$ cat src/rtl/bios_read_arbiter_if.sv
// Bus between the pipeline/BIOS memory and the BIOS read arbiter.
// The arbiter takes the slave side; the pipeline and memory model take the master side.
interface bios_read_arbiter_if #(
    parameter int ADDR_W = 12
);
    logic              if_req;
    logic [ADDR_W-1:0] if_addr;
    logic              ld_req;
    logic [ADDR_W-1:0] ld_addr;
    logic              flush;
    logic              bios_en;
    logic [ADDR_W-1:0] bios_addr;
    logic [31:0]       bios_dout;
    logic [31:0]       if_data;
    logic              if_valid;
    logic [31:0]       ld_data;
    logic              ld_valid;
    logic              if_stall;

    modport slave (
        input  if_req, if_addr, ld_req, ld_addr, flush, bios_dout,
        output bios_en, bios_addr, if_data, if_valid, ld_data, ld_valid, if_stall
    );

    modport master (
        output if_req, if_addr, ld_req, ld_addr, flush, bios_dout,
        input  bios_en, bios_addr, if_data, if_valid, ld_data, ld_valid, if_stall
    );
endinterface

$ cat src/rtl/bios_read_arbiter.sv
// Shares the single BIOS read port between fetch and loads. Loads win for at most
// MAX_LD_WINS consecutive cycles against a waiting fetch; responses are routed by owner.
module bios_read_arbiter #(
    parameter int ADDR_W      = 12,
    parameter int MAX_LD_WINS = 2
) (
    input logic                clk,
    input logic                rst,
    bios_read_arbiter_if.slave bus
);
    typedef enum logic [1:0] {
        OWN_NONE = 2'd0,
        OWN_IF   = 2'd1,
        OWN_LD   = 2'd2
    } owner_e;

    localparam logic [3:0] MAX_W = 4'(MAX_LD_WINS);

    owner_e      owner_q, owner_d;
    logic [3:0]  win_cnt_q, win_cnt_d;
    logic        flush_q, flush_d;
    logic [31:0] ld_data_q, ld_data_d;
    logic        ld_valid_q, ld_valid_d;
    logic        grant_if, grant_ld;
    logic [ADDR_W-1:0] addr_sel;

    always_comb begin
        grant_if = 1'b0;
        grant_ld = 1'b0;
        // Reset blocks every grant so nothing is issued while state is being cleared.
        if (!rst) begin
            if (bus.ld_req && (!bus.if_req || win_cnt_q < MAX_W)) grant_ld = 1'b1;
            else                                                  grant_if = bus.if_req;
        end

        addr_sel = '0;
        if (grant_if)      addr_sel = bus.if_addr;
        else if (grant_ld) addr_sel = bus.ld_addr;

        win_cnt_d = 4'd0;
        if (bus.if_req && grant_ld)
            win_cnt_d = (win_cnt_q == 4'hF) ? win_cnt_q : win_cnt_q + 4'd1;

        // A fetch granted alongside a redirect is recorded as NONE so its data is dropped.
        owner_d = OWN_NONE;
        if (grant_if && !bus.flush) owner_d = OWN_IF;
        else if (grant_ld)          owner_d = OWN_LD;

        flush_d    = bus.flush;
        ld_valid_d = (owner_q == OWN_LD);
        ld_data_d  = (owner_q == OWN_LD) ? bus.bios_dout : ld_data_q;
    end

    always_ff @(posedge clk) begin
        if (rst) begin
            owner_q    <= OWN_NONE;
            win_cnt_q  <= 4'd0;
            flush_q    <= 1'b0;
            ld_data_q  <= 32'd0;
            ld_valid_q <= 1'b0;
        end else begin
            owner_q    <= owner_d;
            win_cnt_q  <= win_cnt_d;
            flush_q    <= flush_d;
            ld_data_q  <= ld_data_d;
            ld_valid_q <= ld_valid_d;
        end
    end

    assign bus.bios_en   = grant_if | grant_ld;
    assign bus.bios_addr = addr_sel;
    assign bus.if_stall  = bus.if_req & ~grant_if;
    // A redirect arriving on the return cycle kills the wrong-path instruction.
    assign bus.if_valid  = (owner_q == OWN_IF) & ~bus.flush & ~flush_q;
    assign bus.if_data   = (owner_q == OWN_IF) ? bus.bios_dout : 32'd0;
    assign bus.ld_data   = ld_data_q;
    assign bus.ld_valid  = ld_valid_q;
endmodule
$ cat src/flat_wrapper.sv
// flat-port wrapper written by rule: the top's interface ports become plain ports
module bios_read_arbiter_flat 
#(
    parameter int ADDR_W      = 12,
    parameter int MAX_LD_WINS = 2
)
  (clk, rst, bus_if_req, bus_if_addr, bus_ld_req, bus_ld_addr, bus_flush, bus_bios_dout, bus_bios_en, bus_bios_addr, bus_if_data, bus_if_valid, bus_ld_data, bus_ld_valid, bus_if_stall);
  bios_read_arbiter_if #(.ADDR_W(ADDR_W)) bus_i ();
  input logic clk;
  input logic rst;
  input wire logic [$bits(bus_i.if_req)-1:0] bus_if_req;
  input wire logic [$bits(bus_i.if_addr)-1:0] bus_if_addr;
  input wire logic [$bits(bus_i.ld_req)-1:0] bus_ld_req;
  input wire logic [$bits(bus_i.ld_addr)-1:0] bus_ld_addr;
  input wire logic [$bits(bus_i.flush)-1:0] bus_flush;
  input wire logic [$bits(bus_i.bios_dout)-1:0] bus_bios_dout;
  output wire logic [$bits(bus_i.bios_en)-1:0] bus_bios_en;
  output wire logic [$bits(bus_i.bios_addr)-1:0] bus_bios_addr;
  output wire logic [$bits(bus_i.if_data)-1:0] bus_if_data;
  output wire logic [$bits(bus_i.if_valid)-1:0] bus_if_valid;
  output wire logic [$bits(bus_i.ld_data)-1:0] bus_ld_data;
  output wire logic [$bits(bus_i.ld_valid)-1:0] bus_ld_valid;
  output wire logic [$bits(bus_i.if_stall)-1:0] bus_if_stall;
  assign bus_i.if_req = bus_if_req;
  assign bus_i.if_addr = bus_if_addr;
  assign bus_i.ld_req = bus_ld_req;
  assign bus_i.ld_addr = bus_ld_addr;
  assign bus_i.flush = bus_flush;
  assign bus_i.bios_dout = bus_bios_dout;
  assign bus_bios_en = bus_i.bios_en;
  assign bus_bios_addr = bus_i.bios_addr;
  assign bus_if_data = bus_i.if_data;
  assign bus_if_valid = bus_i.if_valid;
  assign bus_ld_data = bus_i.ld_data;
  assign bus_ld_valid = bus_i.ld_valid;
  assign bus_if_stall = bus_i.if_stall;
  bios_read_arbiter #(.ADDR_W(ADDR_W), .MAX_LD_WINS(MAX_LD_WINS)) u_core (.clk(clk), .rst(rst), .bus(bus_i));
endmodule
$ cat config.mk
export PLATFORM = sky130hd
export DESIGN_NAME = bios_read_arbiter_flat
export DESIGN_NICKNAME = d
export VERILOG_FILES = /design/src/rtl/bios_read_arbiter_if.sv /design/src/rtl/bios_read_arbiter.sv /design/src/flat_wrapper.sv
export SDC_FILE = /design/constraint.sdc
export NUM_CORES = 1
export LEC_CHECK = 0
export CAP_MARGIN = 10
export CORE_UTILIZATION = 35
export CTS_BUF_LIST = sky130_fd_sc_hd__clkbuf_16
export CTS_CLUSTER_DIAMETER = 100
export DETAILED_ROUTE_END_ITERATION = 12
export PLACE_DENSITY = 0.93
export SETUP_SLACK_MARGIN = 0.02
export SLEW_MARGIN = 0
export SYNTH_ARGS = -nofsm -noshare
export SYNTH_HDL_FRONTEND = slang
export SYNTH_SLANG_ARGS = --single-unit
$ cat constraint.sdc
create_clock -name clk -period 3 [get_ports clk]
set_clock_uncertainty 0.05 [all_clocks]
set_input_delay 0.6 -clock clk [delete_from_list [all_inputs] [get_ports clk]]
set_output_delay 0.6 -clock clk [all_outputs]
set_load 0.005 [all_outputs]
Word-level counts from Yosys, hierarchy flattened
Cells that the tools add are included.
- bits in registers: 40
- output and inout bits: 80
- word-level logic and storage cells: 36
- add/subtract/negate cells: 1
- magnitude comparators: 1
- eq/ne operators: 3
- muxes and demuxes: 9
- bitwise logic cells: 8
- reduce and logical (&&, ||, !) cells: 8
- operator list (operator ; count):
    $mux W32 ; 1
    $mux W12 ; 2
    $mux W1 ; 5
    $add A4 B1 Y4 const B ; 1
    $eq A4 B4 Y1 const B ; 1
    $lt A4 B2 Y1 const B ; 1
    $not A1 Y1 ; 4
    $reduce_or A2 Y1 ; 2
    $and A1 B1 Y1 ; 3
    $logic_and A1 B1 Y1 ; 3
    $eq A2 B1 Y1 const B ; 1
    $eq A2 B2 Y1 const B ; 1
    $logic_not A1 Y1 ; 2
    $mux W2 ; 1
    $logic_or A1 B1 Y1 ; 1
    $or A1 B1 Y1 ; 1

Depth between registers and ports, before layout
- depth in word-level cells: 8
- depth in mapped cells: 5

Worst setup path before layout
No wires, ideal clock.
- path kind: input port to output port
- from: input rst
- to: output bus_bios_addr[10]
- arrival: 1.353 ns
- setup slack: 0.997 ns
- cell stages on the path: 4
- buffers on the path: 1
- cell sequence: nand2b_1 a21oi_1 buf_2 a22o_1
- cells in the longest elaborated chain, start to end: 3
- RTL lines (element ; line ; source):
    start, declared ; flat_wrapper.sv:10 ; input logic rst;
    $mux W1 ; bios_read_arbiter.sv:31 ; if (!rst) begin
    $mux W12 ; bios_read_arbiter.sv:38 ; else if (grant_ld) addr_sel = bus.ld_addr;
    $mux W12 (*) ; bios_read_arbiter.sv:37 ; if (grant_if) addr_sel = bus.if_addr;
    end, declared ; flat_wrapper.sv:18 ; output wire logic [$bits(bus_i.bios_addr)-1:0] bus_bios_addr;
Mark *: on every way between the ends. The rest lies on a longest branch, timed or not.

Worst setup path after layout
- from: input bus_if_req
- to: output bus_bios_addr[1]
- cells in the longest elaborated chain, start to end: 7
- RTL lines (element ; line ; source):
    start, declared ; flat_wrapper.sv:11 ; input wire logic [$bits(bus_i.if_req)-1:0] bus_if_req;
    $logic_not A1 Y1 ; bios_read_arbiter.sv:32 ; if (bus.ld_req && (!bus.if_req || win_cnt_q < MAX_W)) grant_ld = 1'b1;
    $logic_or A1 B1 Y1 ; bios_read_arbiter.sv:32 ;
    $logic_and A1 B1 Y1 ; bios_read_arbiter.sv:32 ;
    $mux W1 ; bios_read_arbiter.sv:32 ;
    $mux W1 ; bios_read_arbiter.sv:31 ;
    $mux W12 ; bios_read_arbiter.sv:38 ;
    $mux W12 (*) ; bios_read_arbiter.sv:37 ;
Marks and branches as above.

==> flow_metrics.env <==
export IMPL_status="finished, final reports clean"
export IMPL_ctsResizeCount=0
export IMPL_wire_per_inst_um=12.2
export IMPL_grt_max_degree=28
export IMPL_cp_slowest_stage_delay_ns=0.50
export IMPL_vias=1956
export IMPL_post_cts_setup_buffers=0
export IMPL_cts_clk_slew_worst_paths_ns=0.05
export IMPL_drive_gt1_share_pct=7.28
export IMPL_ys_ff_latch=40
export IMPL_start_util_pct=36.6
export IMPL_portBuffers=140
export IMPL_via_per_inst=4.61
export IMPL_syn_nets=280
export IMPL_power_density_mw_per_mm2=387
export IMPL_num_rows=25
export IMPL_num_antenna_cells=0
export IMPL_hold_buffers=0
export IMPL_wirelength_um=5190
export IMPL_fp_dieW_um=72.5
export IMPL_p_leak_nw=1.27
export IMPL_rsz0062_at_grt="false"
export IMPL_placed_area_mm2=0.00321
export IMPL_syn_inst=218
export IMPL_drc=0
export IMPL_preCtsSetupSlack_ns=0.0711
export IMPL_cts_buffers_inserted=5
export IMPL_clockBufferDepth=2
export IMPL_synth_area_mm2=0.00174
export IMPL_htree_levels=2
export IMPL_seq_area_um2=801
export IMPL_max_freq_mhz=345
export IMPL_synth_top_area_share_pct=46.0
export IMPL_root_buffer="clkbuf_16"
export IMPL_core_area_mm2=0.00475
export IMPL_grt_usage_pct=19.7
export IMPL_cp_max_fo=13
export IMPL_crit_required_ns=2.35
export IMPL_peakVddDrop_v=0.000215
export IMPL_endpoint_kind="output pin"
export IMPL_mostFrequentLayoutCells="clkdlybuf4s50_1, nand2_1, dfxtp_1"
export IMPL_hold_class="reg -> reg"
export IMPL_area_growth_pct=93.0
export IMPL_cp_slowest_cell="clkdlybuf4s50_1"
export IMPL_finalMaxSlewViolations=0
export IMPL_period_share_pct=96.7
export IMPL_drt_pass1_iter_count=4
export IMPL_io_pins=141
export IMPL_finalSetupViolations=0
export IMPL_final_cell_area_mm2=0.00336
export IMPL_critPathArrivalTime_ns=2.25
export IMPL_fin_util_pct=70.7
export IMPL_fin_tns_setup_ns=0
export IMPL_cp_buffers_inverters=3
export IMPL_crit_path_frequent_cell="clkdlybuf4s50_1"
export IMPL_cp_cell_sequence="clkdlybuf4s50_1, o31a_1, nor3b_4, buf_6, a22o_1, clkdlybuf4s50_1"
export IMPL_antenna_found_initial=0
export IMPL_grt_overflow_total=0
export IMPL_yosysSeqAreaShare_pct=46.0
export IMPL_dp_hpwl_um=4080
export IMPL_synth_largest_area_cell="dfxtp_1"
export IMPL_clk_latency_ns=0.27
export IMPL_clock_sinks=40
export IMPL_yosys_warnings=0
export IMPL_fillCellCount=397
export IMPL_cts_tree="done"
export IMPL_grt_pass1_vias=1751
export IMPL_gp_congestion=0.761
export IMPL_synth_cell_types=20
export IMPL_first_iter_violations=64
export IMPL_period_needed_ns=2.90
export IMPL_grt_pass1_wl_um=8030
export IMPL_hold_viol=0
export IMPL_dieHeight_um=72.5
export IMPL_multi_input_area_um2=866
export IMPL_drv_cap=0
export IMPL_fin_nets=419
export IMPL_synth_area_top_cells="dfxtp_1, nand2_1, and2_1"
export IMPL_critical_path_top_delay_family="buffers and inverters"
export IMPL_final_common_cell="clkdlybuf4s50_1"
export IMPL_die_area_mm2=0.00526
export IMPL_crit_path_start_kind="input pin"
export IMPL_ant_nets=0
export IMPL_setup_ws_ns=0.100
export IMPL_syn_area_per_cell_um2=7.98
export IMPL_path_class="in -> out"
metrics by stage:
stage	hold WS, ns	power [mW]	instances
final	0.373	1.30	424
after global routing	0.401	1.36	424
after CTS	0.380	1.32	423
after detailed placement	0.367	0.835	416
after global placement	0.362	0.829	416
after floorplan	0.348	0.654	218
per-layer routing:
layer	vias up	track usage (%)	routed length, um
li1	983	-	-
met3	5	5.97	453
met2	88	36.0	2630
met5	-	0	0
met4	0	6.54	45
met1	880	21.5	2070
worst register-to-register path, cell delays in order, from the launching register on:
cell and delay (ns):
dfxtp_1 0.36, nor2b_2 0.36, buf_4 0.35, nand2_1 0.09, a21oi_1 0.15
cell usage after synthesis:
library cell  count
conb_1            1
nand2_1          64
o31a_1            1
nor3b_1           1
buf_6             1
buf_2             6
a22o_2            8
nor2_1            3
and4b_1           1
nor3_1            1
a22o_1            4
buf_1             2
a21oi_1          33
nand2b_1          2
nor3b_4           1
ha_1              1
dfxtp_1          40
clkbuf_1          8
and2_1           34
nor2b_1           6
where the power goes:
group / switching [mW] / internal, mW / total (mW)
sequential: 0.0105 / 0.554 / 0.565
clock: 0.179 / 0.298 / 0.477
combinational: 0.0877 / 0.171 / 0.259
total: 0.277 / 1.02 / 1.30
registers in the layout, summed over array words and instances (netlist names):
name / count
u_core.bus.ld_data: 32
u_core.bus.ld_valid: 1
u_core.flush_q: 1
u_core.owner_q: 2
u_core.win_cnt_q: 4
area by class of cell:
cell class,instances,share of cell area (%)
repair buffers,149,43.9
clock buffers,5,3.72
multi-input cells,161,25.8
clock inverters,2,0.261
flip-flops and latches,40,23.8
well taps,67,2.50
kinds of logic (layout without fill, tap and decap cells):
logic type | Yosys count | count (layout) | share of synthesized area, %
AND/OR/NAND/NOR | 113 | 113 | 31.9
AO/OA/AOI/OAI | 46 | 46 | 16.6
flip-flops | 40 | 40 | 46.0
buffers and inverters | 17 | 156 | 4.53
adder cells (fa/ha/maj) | 1 | 1 | 0.719
other | 1 | 1 | 0.215
final timing paths:
| path | endpoint | slack, ns | startpoint | cells past startpoint |
|---|---|---|---|---|
| min | u_core.win_cnt_q[0] | 0.37 | u_core.win_cnt_q[0] | 1 |
| min reg2reg | u_core.win_cnt_q[0] | 0.37 | u_core.win_cnt_q[0] | 1 |
| max | bus_bios_addr[1] | 0.10 | bus_if_req | 6 |
| max reg2reg | u_core.bus.ld_data[26] | 1.58 | u_core.owner_q[1] | 4 |
Power figures use the tool's default switching activity.
